<file path="src/rtl/input_pkg.sv">
// rtl/input_pkg.sv - shared constants, key map decode and coin FSM state type for input_mapper
package input_pkg;

  // PS/2 set-2 scan codes
  localparam logic [7:0] SC_P1_UP    = 8'h75;
  localparam logic [7:0] SC_P1_DOWN  = 8'h72;
  localparam logic [7:0] SC_P1_LEFT  = 8'h6B;
  localparam logic [7:0] SC_P1_RIGHT = 8'h74;
  localparam logic [7:0] SC_P1_B1    = 8'h14;
  localparam logic [7:0] SC_P1_B2    = 8'h11;
  localparam logic [7:0] SC_P1_B3    = 8'h29;
  localparam logic [7:0] SC_P1_START = 8'h16;
  localparam logic [7:0] SC_P1_COIN  = 8'h2E;
  localparam logic [7:0] SC_P1_PAUSE = 8'h4D;
  localparam logic [7:0] SC_P2_UP    = 8'h2D;
  localparam logic [7:0] SC_P2_DOWN  = 8'h2B;
  localparam logic [7:0] SC_P2_LEFT  = 8'h23;
  localparam logic [7:0] SC_P2_RIGHT = 8'h34;
  localparam logic [7:0] SC_P2_B1    = 8'h1C;
  localparam logic [7:0] SC_P2_B2    = 8'h1B;
  localparam logic [7:0] SC_P2_B3    = 8'h15;
  localparam logic [7:0] SC_P2_START = 8'h1E;
  localparam logic [7:0] SC_P2_COIN  = 8'h36;
  localparam logic [7:0] SC_SERVICE1 = 8'h46;
  localparam logic [7:0] SC_SERVICE2 = 8'h45;

  localparam int JOY_RIGHT = 0;
  localparam int JOY_LEFT  = 1;
  localparam int JOY_DOWN  = 2;
  localparam int JOY_UP    = 3;
  localparam int JOY_B1    = 4;
  localparam int JOY_B2    = 5;
  localparam int JOY_B3    = 6;
  localparam int JOY_START = 7;
  localparam int JOY_COIN  = 8;
  localparam int JOY_PAUSE = 9;

  // Bit positions inside the key register vector
  localparam int K_P1_UP    = 0;
  localparam int K_P1_DOWN  = 1;
  localparam int K_P1_LEFT  = 2;
  localparam int K_P1_RIGHT = 3;
  localparam int K_P1_B1    = 4;
  localparam int K_P1_B2    = 5;
  localparam int K_P1_B3    = 6;
  localparam int K_P1_START = 7;
  localparam int K_P1_COIN  = 8;
  localparam int K_P1_PAUSE = 9;
  localparam int K_P2_UP    = 10;
  localparam int K_P2_DOWN  = 11;
  localparam int K_P2_LEFT  = 12;
  localparam int K_P2_RIGHT = 13;
  localparam int K_P2_B1    = 14;
  localparam int K_P2_B2    = 15;
  localparam int K_P2_B3    = 16;
  localparam int K_P2_START = 17;
  localparam int K_P2_COIN  = 18;
  localparam int K_SERVICE1 = 19;
  localparam int K_SERVICE2 = 20;
  localparam int NUM_KEYS   = 21;

  typedef enum logic [1:0] {
    COIN_IDLE   = 2'd0,
    COIN_ACTIVE = 2'd1,
    COIN_HOLD   = 2'd2
  } coin_state_t;

  typedef struct packed {
    logic up;
    logic down;
    logic left;
    logic right;
    logic b1;
    logic b2;
    logic b3;
    logic start;
    logic coin;
    logic pause;
  } player_ctrl_t;

  function automatic logic [NUM_KEYS-1:0] key_decode(input logic [7:0] code);
    logic [NUM_KEYS-1:0] hit;
    hit = '0;
    case (code)
      SC_P1_UP:    hit[K_P1_UP]    = 1'b1;
      SC_P1_DOWN:  hit[K_P1_DOWN]  = 1'b1;
      SC_P1_LEFT:  hit[K_P1_LEFT]  = 1'b1;
      SC_P1_RIGHT: hit[K_P1_RIGHT] = 1'b1;
      SC_P1_B1:    hit[K_P1_B1]    = 1'b1;
      SC_P1_B2:    hit[K_P1_B2]    = 1'b1;
      SC_P1_B3:    hit[K_P1_B3]    = 1'b1;
      SC_P1_START: hit[K_P1_START] = 1'b1;
      SC_P1_COIN:  hit[K_P1_COIN]  = 1'b1;
      SC_P1_PAUSE: hit[K_P1_PAUSE] = 1'b1;
      SC_P2_UP:    hit[K_P2_UP]    = 1'b1;
      SC_P2_DOWN:  hit[K_P2_DOWN]  = 1'b1;
      SC_P2_LEFT:  hit[K_P2_LEFT]  = 1'b1;
      SC_P2_RIGHT: hit[K_P2_RIGHT] = 1'b1;
      SC_P2_B1:    hit[K_P2_B1]    = 1'b1;
      SC_P2_B2:    hit[K_P2_B2]    = 1'b1;
      SC_P2_B3:    hit[K_P2_B3]    = 1'b1;
      SC_P2_START: hit[K_P2_START] = 1'b1;
      SC_P2_COIN:  hit[K_P2_COIN]  = 1'b1;
      SC_SERVICE1: hit[K_SERVICE1] = 1'b1;
      SC_SERVICE2: hit[K_SERVICE2] = 1'b1;
      default:     hit = '0;
    endcase
    return hit;
  endfunction

  // Opposing directions held together cancel to neutral
  function automatic logic [1:0] axis_resolve(input logic a, input logic b);
    return {a & ~b, b & ~a};
  endfunction

endpackage

</file>
<file path="src/rtl/coin_pulse.sv">
// rtl/coin_pulse.sv - shapes a raw coin level into one fixed-width pulse per press
module coin_pulse
  import input_pkg::*;
#(
  parameter int unsigned PULSE_CYCLES = 16
) (
  input  logic clk_sys,
  input  logic reset_sys_n,
  input  logic coin_raw,
  output logic coin_out
);

  localparam logic [15:0] PULSE_LOAD = 16'(PULSE_CYCLES - 1);

  coin_state_t state_q, state_d;
  logic [15:0] count_q, count_d;
  logic        armed_q;
  logic        prev_q;
  logic        rise;

  // A level already high when reset lifts is not a new insertion
  assign rise = armed_q & coin_raw & ~prev_q;

  always_comb begin
    state_d = state_q;
    count_d = count_q;
    case (state_q)
      COIN_IDLE: begin
        if (rise) begin
          state_d = COIN_ACTIVE;
          count_d = PULSE_LOAD;
        end
      end
      COIN_ACTIVE: begin
        if (count_q == 16'd0) begin
          state_d = COIN_HOLD;
        end else begin
          count_d = count_q - 16'd1;
        end
      end
      COIN_HOLD: begin
        if (!coin_raw) begin
          state_d = COIN_IDLE;
        end
      end
      default: begin
        state_d = COIN_IDLE;
        count_d = '0;
      end
    endcase
  end

  always_ff @(posedge clk_sys or negedge reset_sys_n) begin
    if (!reset_sys_n) begin
      state_q  <= COIN_IDLE;
      count_q  <= '0;
      armed_q  <= 1'b0;
      prev_q   <= 1'b0;
      coin_out <= 1'b0;
    end else begin
      state_q  <= state_d;
      count_q  <= count_d;
      armed_q  <= 1'b1;
      prev_q   <= coin_raw;
      coin_out <= (state_d == COIN_ACTIVE);
    end
  end

endmodule

</file>
<file path="src/rtl/input_mapper.sv">
// rtl/input_mapper.sv - merges PS/2 keys and joysticks into registered two-player controls
// Optional autofire on button 1 is built with INPUT_AUTOFIRE_EN defined.
module input_mapper
  import input_pkg::*;
#(
  parameter int unsigned COIN_PULSE_CYCLES = 16,
  parameter int unsigned AUTOFIRE_PERIOD   = 8
) (
  input  logic        clk_sys,
  input  logic        reset_sys_n,
  input  logic [10:0] ps2_key,
  input  logic [10:0] joystick_0,
  input  logic [10:0] joystick_1,
`ifdef INPUT_AUTOFIRE_EN
  input  logic        autofire_en,
`endif
  output logic [3:0]  p1_dir,
  output logic [2:0]  p1_buttons,
  output logic        p1_start,
  output logic        p1_coin,
  output logic        p1_pause,
  output logic [3:0]  p2_dir,
  output logic [2:0]  p2_buttons,
  output logic        p2_start,
  output logic        p2_coin,
  output logic        p2_pause,
  output logic        service1,
  output logic        service2
);

  logic                toggle_q;
  logic                kb_armed_q;
  logic                kb_event;
  logic [NUM_KEYS-1:0] key_hit;
  logic [NUM_KEYS-1:0] keys_q;
  player_ctrl_t        raw1, raw2;
  logic [1:0]          b1_raw;
  logic [1:0]          b1_out;
  logic                unused_inputs;

  assign unused_inputs = ^{ps2_key[8], joystick_0[10], joystick_1[10]};

  // The toggle register is loaded without comparing on the first cycle out of reset
  assign kb_event = kb_armed_q & (ps2_key[10] ^ toggle_q);
  assign key_hit  = key_decode(ps2_key[7:0]);

  always_ff @(posedge clk_sys or negedge reset_sys_n) begin
    if (!reset_sys_n) begin
      toggle_q   <= 1'b0;
      kb_armed_q <= 1'b0;
      keys_q     <= '0;
    end else begin
      toggle_q   <= ps2_key[10];
      kb_armed_q <= 1'b1;
      if (kb_event) begin
        keys_q <= (keys_q & ~key_hit) | (key_hit & {NUM_KEYS{ps2_key[9]}});
      end
    end
  end

  always_comb begin
    raw1.up    = keys_q[K_P1_UP]    | joystick_0[JOY_UP];
    raw1.down  = keys_q[K_P1_DOWN]  | joystick_0[JOY_DOWN];
    raw1.left  = keys_q[K_P1_LEFT]  | joystick_0[JOY_LEFT];
    raw1.right = keys_q[K_P1_RIGHT] | joystick_0[JOY_RIGHT];
    raw1.b1    = keys_q[K_P1_B1]    | joystick_0[JOY_B1];
    raw1.b2    = keys_q[K_P1_B2]    | joystick_0[JOY_B2];
    raw1.b3    = keys_q[K_P1_B3]    | joystick_0[JOY_B3];
    raw1.start = keys_q[K_P1_START] | joystick_0[JOY_START];
    raw1.coin  = keys_q[K_P1_COIN]  | joystick_0[JOY_COIN];
    raw1.pause = keys_q[K_P1_PAUSE] | joystick_0[JOY_PAUSE];

    raw2.up    = keys_q[K_P2_UP]    | joystick_1[JOY_UP];
    raw2.down  = keys_q[K_P2_DOWN]  | joystick_1[JOY_DOWN];
    raw2.left  = keys_q[K_P2_LEFT]  | joystick_1[JOY_LEFT];
    raw2.right = keys_q[K_P2_RIGHT] | joystick_1[JOY_RIGHT];
    raw2.b1    = keys_q[K_P2_B1]    | joystick_1[JOY_B1];
    raw2.b2    = keys_q[K_P2_B2]    | joystick_1[JOY_B2];
    raw2.b3    = keys_q[K_P2_B3]    | joystick_1[JOY_B3];
    raw2.start = keys_q[K_P2_START] | joystick_1[JOY_START];
    raw2.coin  = keys_q[K_P2_COIN]  | joystick_1[JOY_COIN];
    raw2.pause = joystick_1[JOY_PAUSE];
  end

  assign b1_raw = {raw2.b1, raw1.b1};

`ifdef INPUT_AUTOFIRE_EN
  localparam logic [15:0] AF_PERIOD = 16'(AUTOFIRE_PERIOD);

  logic [1:0]  b1_prev_q;
  logic [1:0]  af_phase_q, af_phase_d;
  logic [15:0] af_cnt_q [2];
  logic [15:0] af_cnt_d [2];

  // af_cnt_q counts cycles already spent in the current phase; a fresh press restarts high
  always_comb begin
    for (int p = 0; p < 2; p++) begin
      af_phase_d[p] = af_phase_q[p];
      af_cnt_d[p]   = af_cnt_q[p];
      if (b1_raw[p] && !b1_prev_q[p]) begin
        af_phase_d[p] = 1'b1;
        af_cnt_d[p]   = '0;
      end else if (af_cnt_q[p] == AF_PERIOD) begin
        af_phase_d[p] = ~af_phase_q[p];
        af_cnt_d[p]   = '0;
      end
      b1_out[p] = b1_raw[p] & (~autofire_en | af_phase_d[p]);
    end
  end

  always_ff @(posedge clk_sys or negedge reset_sys_n) begin
    if (!reset_sys_n) begin
      b1_prev_q  <= '0;
      af_phase_q <= '0;
      for (int p = 0; p < 2; p++) begin
        af_cnt_q[p] <= '0;
      end
    end else begin
      b1_prev_q  <= b1_raw;
      af_phase_q <= af_phase_d;
      for (int p = 0; p < 2; p++) begin
        if (b1_raw[p]) begin
          af_cnt_q[p] <= af_cnt_d[p] + 16'd1;
        end
      end
    end
  end
`else
  logic [15:0] unused_af_period;
  assign unused_af_period = 16'(AUTOFIRE_PERIOD);
  assign b1_out = b1_raw;
`endif

  always_ff @(posedge clk_sys or negedge reset_sys_n) begin
    if (!reset_sys_n) begin
      p1_dir     <= '0;
      p1_buttons <= '0;
      p1_start   <= 1'b0;
      p1_pause   <= 1'b0;
      p2_dir     <= '0;
      p2_buttons <= '0;
      p2_start   <= 1'b0;
      p2_pause   <= 1'b0;
      service1   <= 1'b0;
      service2   <= 1'b0;
    end else begin
      p1_dir     <= {axis_resolve(raw1.up, raw1.down), axis_resolve(raw1.left, raw1.right)};
      p1_buttons <= {raw1.b3, raw1.b2, b1_out[0]};
      p1_start   <= raw1.start;
      p1_pause   <= raw1.pause;
      p2_dir     <= {axis_resolve(raw2.up, raw2.down), axis_resolve(raw2.left, raw2.right)};
      p2_buttons <= {raw2.b3, raw2.b2, b1_out[1]};
      p2_start   <= raw2.start;
      p2_pause   <= raw2.pause;
      service1   <= keys_q[K_SERVICE1];
      service2   <= keys_q[K_SERVICE2];
    end
  end

  coin_pulse #(
    .PULSE_CYCLES(COIN_PULSE_CYCLES)
  ) u_coin_p1 (
    .clk_sys    (clk_sys),
    .reset_sys_n(reset_sys_n),
    .coin_raw   (raw1.coin),
    .coin_out   (p1_coin)
  );

  coin_pulse #(
    .PULSE_CYCLES(COIN_PULSE_CYCLES)
  ) u_coin_p2 (
    .clk_sys    (clk_sys),
    .reset_sys_n(reset_sys_n),
    .coin_raw   (raw2.coin),
    .coin_out   (p2_coin)
  );

endmodule

</file>
<file path="config.mk">
export PLATFORM = sky130hd
export DESIGN_NAME = input_mapper
export DESIGN_NICKNAME = d
export VERILOG_FILES = /design/src/rtl/input_pkg.sv /design/src/rtl/coin_pulse.sv /design/src/rtl/input_mapper.sv
export SDC_FILE = /design/constraint.sdc
export NUM_CORES = 1
export LEC_CHECK = 0
export ABC_AREA = 0
export BUFFER_PORTS_ARGS = -buffer_cell sky130_fd_sc_hd__buf_2
export CAP_MARGIN = 10
export CORE_UTILIZATION = 57
export DETAILED_ROUTE_END_ITERATION = 8
export MAX_ROUTING_LAYER = met4
export PLACE_DENSITY_LB_ADDON = 0.2
export SLEW_MARGIN = 20
export SYNTH_ARGS = -nofsm -noshare
export SYNTH_HDL_FRONTEND = slang
export SYNTH_SLANG_ARGS = --single-unit
</file>
<file path="constraint.sdc">
create_clock -name clk_sys -period 3.3 [get_ports clk_sys]
set_clock_uncertainty 0.1 [all_clocks]
set_input_delay 0.33 -clock clk_sys [delete_from_list [all_inputs] [get_ports clk_sys]]
set_output_delay 0.33 -clock clk_sys [all_outputs]
set_load 0.01 [all_outputs]
</file>
# Word-level counts from Yosys, hierarchy flattened
# Index checks and enable logic that the tools add are counted.
classes:
  n_addsub: 2
  n_mul: 0
  n_div: 0
  order_cmp: 0
  eq_ne: 31
  shift: 0
  muxes: 35
  bitwise_logic: 49
  n_reduce_logical: 6
op_table:
  columns: ["operator", "n"]
  rows:
  - ["$pmux 16 s3", 2]
  - ["$mux 16", 4]
  - ["$eq 8x5->1 const B", 7]
  - ["$eq 8x6->1 const B", 7]
  - ["$eq 8x7->1 const B", 7]
  - ["$and 21x21->21", 2]
  - ["$logic_not 16->1", 2]
  - ["$sub 16x1->16 const B", 2]
  - ["$mux 1", 21]
  - ["$not 21->21", 1]
  - ["$or 21x21->21", 1]
  - ["$or 1x1->1", 19]
  - ["$and 1x1->1", 13]
  - ["$mux 2", 6]
  - ["$not 1->1", 12]
  - ["$pmux 2 s3", 2]
  - ["$eq 2x1->1 const B", 4]
  - ["$reduce_and 3->1", 2]
  - ["$eq 2x2->1 const B", 2]
  - ["$logic_not 2->1", 2]
  - ["$ne 2x1->1 const B", 2]
  - ["$ne 2x2->1 const B", 2]
  - ["$xor 1x1->1", 1]
word_totals:
  register_bits: 83
  latchBits: 0
  mem_bits_rw: 0
  mem_bits_ro: 0
  input_bits: 35
  elab_cells: 144
  memories: 0

# Longest topological paths before layout
# Gate-level depths: netlist of the first run.
depth:
  word_depth: 6
  mapped_depth: 8
  depth_no_buf: 7

# Modules after synthesis
# From an unflattened synthesis of the first run, not the netlist that was laid out.
unflattened:
  cells_unflattened: 410
  area_unflattened_um2: 4289.1
by_module_without_submodules:
  columns: ["mod", "instances", "cells_each", "area_each_um2", "seq_area_each_um2"]
  rows:
  - ["coin_pulse", 2, 136, 1218.7, 525.5]
  - ["input_mapper", 1, 138, 1851.8, 1076.0]

# Worst setup path before layout of the first run
# No wires, ideal clock.
synth_path:
  path_type: "register -> register"
  from: "register u_coin_p2.count_q[13]"
  to: "register u_coin_p2.count_q[0]"
  setup_ns: 0.127
  arrival_time_ns: 2.038
  required_ns: 3.073
  slack_ns: 1.035
  stages_incl_launch_ff: 6
  synth_period_minus_slack_ns: 2.265
  cell_sequence: "dfrtp_1 > or4_4 > nor4_4 > a21o_1 > buf_6 > mux2_1"
synth_via:
  elab_chain_len: 3
synth_rtl:
  columns: ["element", "line", "rtl"]
  rows:
  - ["from (decl)", "coin_pulse.sv:16", "logic [15:0] count_q, count_d;"]
  - ["from (signal assigned)", "coin_pulse.sv:62", "count_q <= count_d;"]
  - ["$logic_not 16->1", "coin_pulse.sv:35", "if (count_q == 16'd0) begin"]
  - ["$ne 2x2->1 (no source line)", null, null]
  - ["$reduce_and 3->1 (no source line)", null, null]
# Every way passes these cells.
# A chain may end at the register's enable or synchronous reset.

# Worst setup path in the final report of the first run
layout_path:
  from: "register u_coin_p2.count_q[5]"
  to: "register u_coin_p2.count_q[0]"
# The elaborated chain is that of the path after synthesis.

==> results of run 1 <==
==> routing by layer <==
metal  GRT usage [%]  vias to the layer above
met4            10.2                        0
met5               -                        -
met1            32.0                     1434
met3            3.83                       14
li1                -                     1429
met2            35.6                       67
==> worst max path at each step <==
stage	startpoint	to	cells after the start
after detailed placement	u_coin_p2.count_q[5]	u_coin_p2.count_q[0]	4
after global placement	u_coin_p2.count_q[5]	u_coin_p2.count_q[0]	4
after floorplan	u_coin_p2.count_q[13]	u_coin_p2.count_q[0]	5
final	u_coin_p2.count_q[5]	u_coin_p2.count_q[0]	4
after CTS	u_coin_p2.count_q[5]	u_coin_p2.count_q[0]	4
after global routing	u_coin_p2.count_q[5]	u_coin_p2.count_q[0]	4
==> logic make-up after synthesis <==
logic type	count (synthesis)	share of synthesized area, %
AND/OR/NAND/NOR	158	23.8
flip-flops	83	53.3
AO/OA/AOI/OAI	60	9.95
multiplexers	23	6.61
buffers and inverters	23	2.63
XOR/XNOR	12	2.70
adder cells (fa/ha/maj)	3	0.963
other	1	0.0962
==> worst max-delay path, stage by stage, from the launching register on <==
cell	delay [ns]
dfrtp_1	0.43
or4_4	0.57
nor3_1	0.46
a21o_1	0.43
mux2_1	0.36
==> timing repair <==
action,in CTS,in global routing
hold endpoints to repair,1,38
setup endpoints to repair,0,0
hold buffers,1,2
==> report_power, final <==
group	internal (mW)	total, mW	switching, mW
Combinational	0.432	1.01	0.581
Sequential	1.22	1.43	0.210
Clock	0.301	0.682	0.381
==> layout by cell type, fill, tap and decap left out, drive strengths merged, types with 3 or more instances in the layout <==
cell         instances
a211oi               3
o31ai                5
nand3                5
nor2                33
nand4b               3
a22o                 3
a21o                 3
nor4b                3
xor2                 3
mux2                22
nand4                3
o21a                 4
or3                 10
nand2b               6
nand3b               4
inv                 14
clkbuf              10
dlygate4sd3          3
dfrtp               83
nor4                12
nor3                24
or2                 13
xnor2                9
o21ai               14
buf                 54
and2                 3
ha                   3
a21oi               16
or4                 14
nand2               19
==> layout make-up <==
| cell class | count | area (um^2) | share of cell area [%] |
|---|---|---|---|
| Clock inverter | 6 | 46.3 | 1.05 |
| Sequential cell | 83 | 2080 | 46.9 |
| Clock buffer | 10 | 138 | 3.11 |
| Inverter | 11 | 41.3 | 0.933 |
| Multi-Input combinational cell | 257 | 1720 | 38.8 |
| Timing Repair Buffer | 57 | 309 | 6.98 |
| Tap cell | 77 | 96.3 | 2.18 |
==> run metrics, run 1 <==
Async SR Flop Fraction 100%; detailed placement HPWL roughly 5.2 mm; root buffer cell clkbuf_8; Port Buffers 53; CP Capture Type flop; final instance area 4430 um^2; post-synthesis average cell area 10.7 um^2; Hold Path Sink p2_dir[1]; Net count, final around 460; RSZ-0062 raised after global routing no; total track usage 23.6%; Hold Vio Cnt, Final 0; post-synthesis sequential area ratio 53.3%; Data required, critical path 3.43 ns; syn_nets 401; actual slew at the worst max-slew pin 0.764 ns; Pre-antenna DRT Iters 4; final clock period utilization by the worst path 75.0%; Clock Sinks 83; Final Non-Filler Cells approximately 500; Syn-to-layout area delta 13.5%; share of layout cells above drive strength 1 25.9%; Cell Area, Placed 4210 um^2; Row Count 29; Max Freq 404 MHz; fin worst setup slack 0.826 ns; top-area cell type share of the netlist area 53.3%; first-pass GRT wire length 13.0 mm; H-tree depth 3; Final Wtd Congestion between 0.8 and 0.9; GRT overflow 0; status finished clean; Final Max Slew Viols 0; Die H 84.7 um; Yosys cell types 56; CP Class flop to flop; worst min path class input pin to flop; post-cts resize count 0; Ports 57; DR vias/cell 5.88; routed wire length 7.55 mm; DR top layer met4; R2R setup slack 0.83 ns; hold_sp joystick_1[0]; wire length on met2 3.64 mm; number of fill cells roughly 520; cell count after synthesis around 360; vias in the first global route 2845; Crit Reg-Reg Startpoint u_coin_p2.count_q[5]; top_reg_cell synth dfrtp_1; initial antenna violation count 0; Crit path arrival time 2.60 ns; pwr dens 707 nW/um^2; Synth Register Bits 83; Initial Utilization 60.4%; Leak 2.02 nW; top cells by area, synth dfrtp_1 (53%), mux2_2 (4.9%), nor2_1 (3.2%), nor3_1 (3.1%), or4_1 (2.1%); Max Cap Viol 0; CTS tree built; TritonCTS Buffers 9; ant diodes 0; Setup TNS 0 ns; WHS 0.0468 ns; pre-CTS setup slack between 0.8 and 0.9 ns; VDD IR max ~0.00034 V; core area 6460 um^2; worst skew pair latency roughly 0.34 ns; Post-synth EDFFs 0; most frequent cells after synthesis dfrtp_1 (83), nor2_1 (33), nor3_1 (24); met1 WL approximately 3.6 mm; worst hold stages 2; critical path peak fanout 12; clock slew at reported path FFs 0.09 ns; cell taking the most area after synthesis dfrtp_1; total chip power about 3.1 mW; CP Launch Type flop; final setup violating endpoints 0; width of the die 84.7 um; largest net degree at the start of global routing 84; Warnings, synthesis 0; final core utilization 68.5%; DRT antenna net count 0; Relative slew margins 49.1%; mapped cell area between 3000 and 4000 um^2; most numerous cell in the Yosys netlist dfrtp_1; drt wl/cell 15.1 um; Final min period approximately 2.5 ns; Worst R2R Path Depth 4; DRT iter0 DRCs approximately 210; Vias 2944; reg2reg end u_coin_p2.count_q[0]; DR DRC count 0; Die ar. 7170 um^2; Cells after DPL 482; DR WL met3 235 um; Post-CTS Setup Bufs 0; CTS Buffer Depth 2
Power figures use the tool's default switching activity.
==> inputs of run 2 (changes only) <==
==> constraint.sdc (replaced) <==
create_clock -name clk_sys -period 2.35 [get_ports clk_sys]
set_clock_uncertainty 0.1 [all_clocks]
set_input_delay 0.235 -clock clk_sys [delete_from_list [all_inputs] [get_ports clk_sys]]
set_output_delay 0.235 -clock clk_sys [all_outputs]
set_load 0.01 [all_outputs]
==> run 2 against run 1 <==
Net effect: core utilization increased by 3.8 points; clock power increased by 41%; total power increased by 47%; combinational power increased by 59%; clock-buffer cell count unchanged; sequential cell count unchanged; largest power group unchanged.
==> run metrics, run 2 (same netlist as run 1, synthesis figures left out) <==
status finished clean; CP max stage cell or4_1; Leak 2.15 nW; Max Cap Viol 0; routed wire length 7.91 mm; final clock period utilization by the worst path 93.8%; most common cell after layout, fill and taps aside dfrtp_1; clock slew at reported path FFs around 0.09 ns; Setup TNS 0 ns; Final min period 2.20 ns; VDD IR max 0.000594 V; largest net degree at the start of global routing 84; Final Non-Filler Cells between 500 and 600; CP Capture Type flop; Clock Sinks 83; DRT antenna net count 0; Final Max Slew Viols 0; Data required, critical path 2.54 ns; first-pass GRT wire length 13.4 mm; actual slew at the worst max-slew pin between 0.4 and 0.5 ns; CP Class flop to flop; cell repeated most along the worst path or4_1; Post-CTS Setup Bufs 0; width of the die around 85 um; Hold Vio Cnt, Final 0; GRT overflow 0; Crit path arrival time 2.39 ns; Die H 84.7 um; total track usage 24.9%; share of layout cells above drive strength 1 27.8%; Relative slew margins between 60 and 70%; total chip power 4.59 mW; Initial Utilization 60.4%; CP Launch Type flop; Max Freq 454 MHz; DRT iter0 DRCs 229; worst min path class input pin to flop; DR vias/cell 5.70; drt wl/cell 15.0 um; vias in the first global route 2918; final setup violating endpoints 0; worst-path cell chain or4_1 > nand4bb_1 > or4_1 > a21oi_1; Port Buffers 53; critical path peak fanout 6; ant diodes 0; most frequent cells in the layout dfrtp_1 (83), buf_2 (52), nor2_1 (33), nor3_1 (24), nand2_1 (19); Ports 57; core area 6460 um^2; WP buf/inv 0; delay-heaviest family, CP simple AND/OR/NAND/NOR gates; Die ar. 7170 um^2; CTS tree built; Cells after DPL 494; DR DRC count 0; initial antenna violation count 0; Row Count 29; final core utilization 72.3%; Net count, final 482; number of fill cells 479; detailed placement HPWL 5.28 mm; worst skew pair latency roughly 0.35 ns; root buffer cell clkbuf_8; Worst path max stage delay 0.67 ns; Final Wtd Congestion 0.916; CTS Buffer Depth 2; pwr dens 982 nW/um^2; Syn-to-layout area delta 19.8%; Pre-antenna DRT Iters 4; RSZ-0062 raised after global routing no; TritonCTS Buffers 9; H-tree depth 3; Vias 2998
[run 2: area by class of cell]
cell class	instances	area [um^2]	area share [%]
Sequential cell	83	2080	44.5
Clock inverter	6	46.3	0.991
Inverter	11	41.3	0.884
Clock buffer	10	138	2.95
Timing Repair Buffer	82	538	11.5
Tap cell	77	96.3	2.06
Multi-Input combinational cell	257	1740	37.1
[run 2: report_power, final]
part	switching, mW	internal (mW)
clock	0.545	0.420
sequential	0.301	1.72
combinational	0.864	0.743
[run 2: through the flow]
step	worst slack (ns)	hold WS, ns	cell area (um^2)
6_report	0.145	0.0191	4670
5_1_grt	0.0641	0.0185	4670
4_1_cts	0.0484	0.00648	4660
3_5_place_dp	0.0469	0.201	4310
3_3_place_gp	0.122	0.195	4310
2_1_floorplan	0.0845	-0.161	3900
[run 2: tightest hold or removal path, stage by stage]
cell    delay (ns)
buf_2         0.07
nor2_1        0.04
o21a_1        0.09
[run 2: layer usage]
layer  global-route usage, %  share of wire (%)  vias up
met5                       -                  0        -
met4                    10.9                1.7        0
met3                    4.03                3.4       14
met2                    39.5                 50       57
met1                    31.9                 45     1454
li1                        -                  -     1473
[run 2: path summary, 6_finish.rpt]
check,startpoint,depth (start not counted),to,slack (ns)
min in group asynchronous,reset_sys_n,3,u_coin_p2.count_q[12],0.32
max,u_coin_p1.count_q[0],4,u_coin_p1.count_q[13],0.15
max in group asynchronous,reset_sys_n,3,p2_buttons[2],1.48
min reg2reg,flop,0,service2,0.29
max reg2reg,u_coin_p1.count_q[0],4,u_coin_p1.count_q[13],0.15
min,joystick_1[1],3,p2_dir[0],0.02
[run 2: timing repair]
action	in CTS	in global routing
resized for setup	0	3
hold endpoints to repair	101	0
endpoints found under the setup margin	0	6
hold buffers	16	0
==> inputs of run 3 (changes only) <==
--- a/config.mk
+++ b/config.mk
@@ -8,6 +8,7 @@
 export ABC_AREA = 0
 export BUFFER_PORTS_ARGS = -buffer_cell sky130_fd_sc_hd__buf_2
 export CAP_MARGIN = 10
+export CORE_MARGIN = 5
 export CORE_UTILIZATION = 57
 export DETAILED_ROUTE_END_ITERATION = 8
 export MAX_ROUTING_LAYER = met4
==> run 3 against run 2 <==
Net effect: sequential power hardly changed; non-clock buffer count decreased by 2; total power grew 1.2%; worst setup slack worse by 0.033 ns; critical path type unchanged; wire length up 5.0%.
==> run metrics, run 3 (same netlist as run 1, synthesis figures left out) <==
status finished clean; total chip power 4.65 mW; Cell Area, Placed approximately 4300 um^2; initial antenna violation count 0; Initial Utilization ~58%; reg2reg end u_coin_p1.count_q[3]; CP Capture Type flop; area of the multi-input gates 1740 um^2; total track usage 21.7%; first-pass GRT wire length 14.6 mm; Syn-to-layout area delta 20.0%; routed wire length 8.31 mm; root buffer cell clkbuf_8; critical path peak fanout 6; RSZ-0062 raised after global routing no; Crit Reg-Reg Startpoint u_coin_p1.count_q[0]; DR DRC count 0; most frequent cells in the layout dfrtp_1 (83), buf_2 (52), nor2_1 (33), nor3_1 (24), nand2_1 (19); Max Freq 447 MHz; share of layout cells above drive strength 1 27.4%; Final min period between 2 and 2.5 ns; Crit path arrival time 2.42 ns; Hold Path Sink p2_dir[2]; most common cell after layout, fill and taps aside dfrtp_1; DRT iter0 DRCs 151; DR vias/cell 5.90; H-tree depth 3; final clock period utilization by the worst path between 90% and 100%; worst min path class input pin to flop; CP Class flop to flop; VDD IR max 0.000520 V; width of the die 92.7 um; Die ar. 8590 um^2; core area 6720 um^2; number of fill cells 497; clock slew at reported path FFs around 0.090 ns; Final Wtd Congestion roughly 0.9; final core utilization 69.6%; CTS tree built; vias in the first global route 3138; Ports 57; Pre-antenna DRT Iters 4; DRT antenna net count 0; Seq. cell area 2080 um^2; Hold Vio Cnt, Final 0; CP Launch Type flop; detailed placement HPWL around 5.6 mm; Port Buffers 53; largest net degree at the start of global routing 43; WHS 0.0248 ns; final instance area 4680 um^2; Row Count 30; ant diodes 0; Die H 92.7 um; worst hold stages 3; Data required, critical path approximately 2.5 ns; GRT overflow 0; Relative slew margins between 50% and 60%; TritonCTS Buffers 9; worst skew pair latency 0.35 ns; Clock Sinks just over 80; Max Cap Viol 0; Net count, final 480; drt wl/cell 15.8 um; actual slew at the worst max-slew pin 0.674 ns; Final Max Slew Viols 0; Worst R2R Path Depth 7; CTS Buffer Depth 2; R2R setup slack 0.11 ns; hold_sp joystick_1[3]; final setup violating endpoints 0; Vias 3104; Setup TNS 0 ns; pwr dens approximately 1000 nW/um^2; Leak 2.15 nW
[run 3: changes by cell type in the layout (fill, tap and decap cells not counted), sizes merged]
| cell | before | now |
|---|---|---|
| clkinvlp | 2 | 0 |
| buf | 66 | 64 |
| inv | 13 | 12 |
| clkinv | 2 | 3 |
| bufinv | 0 | 1 |
[run 3: timing repair]
item / CTS / global route
setup endpoints to repair: 0 / 5
hold buffers: 16 / 0
buffers inserted: 0 / 1
hold endpoints to repair: 60 / 0
resized for setup: 0 / 3
[run 3: area by class of cell]
| type | instances | share of cell area [%] |
|---|---|---|
| Timing Repair Buffer | 80 | 11.2 |
| Multi-Input combinational cell | 257 | 37.1 |
| Clock inverter | 5 | 1.31 |
| Tap cell | 80 | 2.14 |
| Inverter | 11 | 0.883 |
| Clock buffer | 10 | 2.94 |
| Sequential cell | 83 | 44.4 |
[run 3: critical path, stage by stage (launching register included)]
cell      delay [ns]
dfrtp_1         0.43
inv_1           0.07
ha_1            0.22
nor3b_1         0.16
buf_4           0.15
and2_1          0.19
a311oi_1        0.62
a22o_1          0.23
[run 3: worst max path at each step]
stage	from	end	slack, ns
after floorplan	u_coin_p2.count_q[13]	u_coin_p2.count_q[0]	0.08
after global routing	u_coin_p1.count_q[0]	u_coin_p1.count_q[13]	0.03
after detailed placement	u_coin_p2.count_q[5]	u_coin_p2.count_q[15]	0.09
final	u_coin_p1.count_q[0]	u_coin_p1.count_q[3]	0.11
after CTS	u_coin_p2.count_q[5]	u_coin_p2.count_q[15]	0.07
after global placement	u_coin_p2.count_q[5]	u_coin_p2.count_q[15]	0.16
[run 3: per-layer routing]
metal  global-route usage, %  up-vias  part of all wire, %
met1                    29.2     1522                   45
met3                    2.60       13                  4.4
li1                        -     1465                    -
met4                    8.67        0                  1.3
met5                       -        -                    0
met2                    33.9      104                   49
[run 3: power breakdown]
| group | total [mW] | switching [mW] | internal (mW) |
|---|---|---|---|
| Sequential | 2.02 | 0.299 | 1.72 |
| Clock | 1.04 | 0.519 | 0.520 |
| Combinational | 1.59 | 0.862 | 0.728 |
| Total | 4.65 | 1.68 | 2.97 |
[run 3: per-stage QoR]
step                instances  worst slack [ns]
finish                    526             0.112
detailed placement        494            0.0878
global placement          494             0.155
CTS                       525            0.0664
global route              526            0.0322
floorplan                 363            0.0845
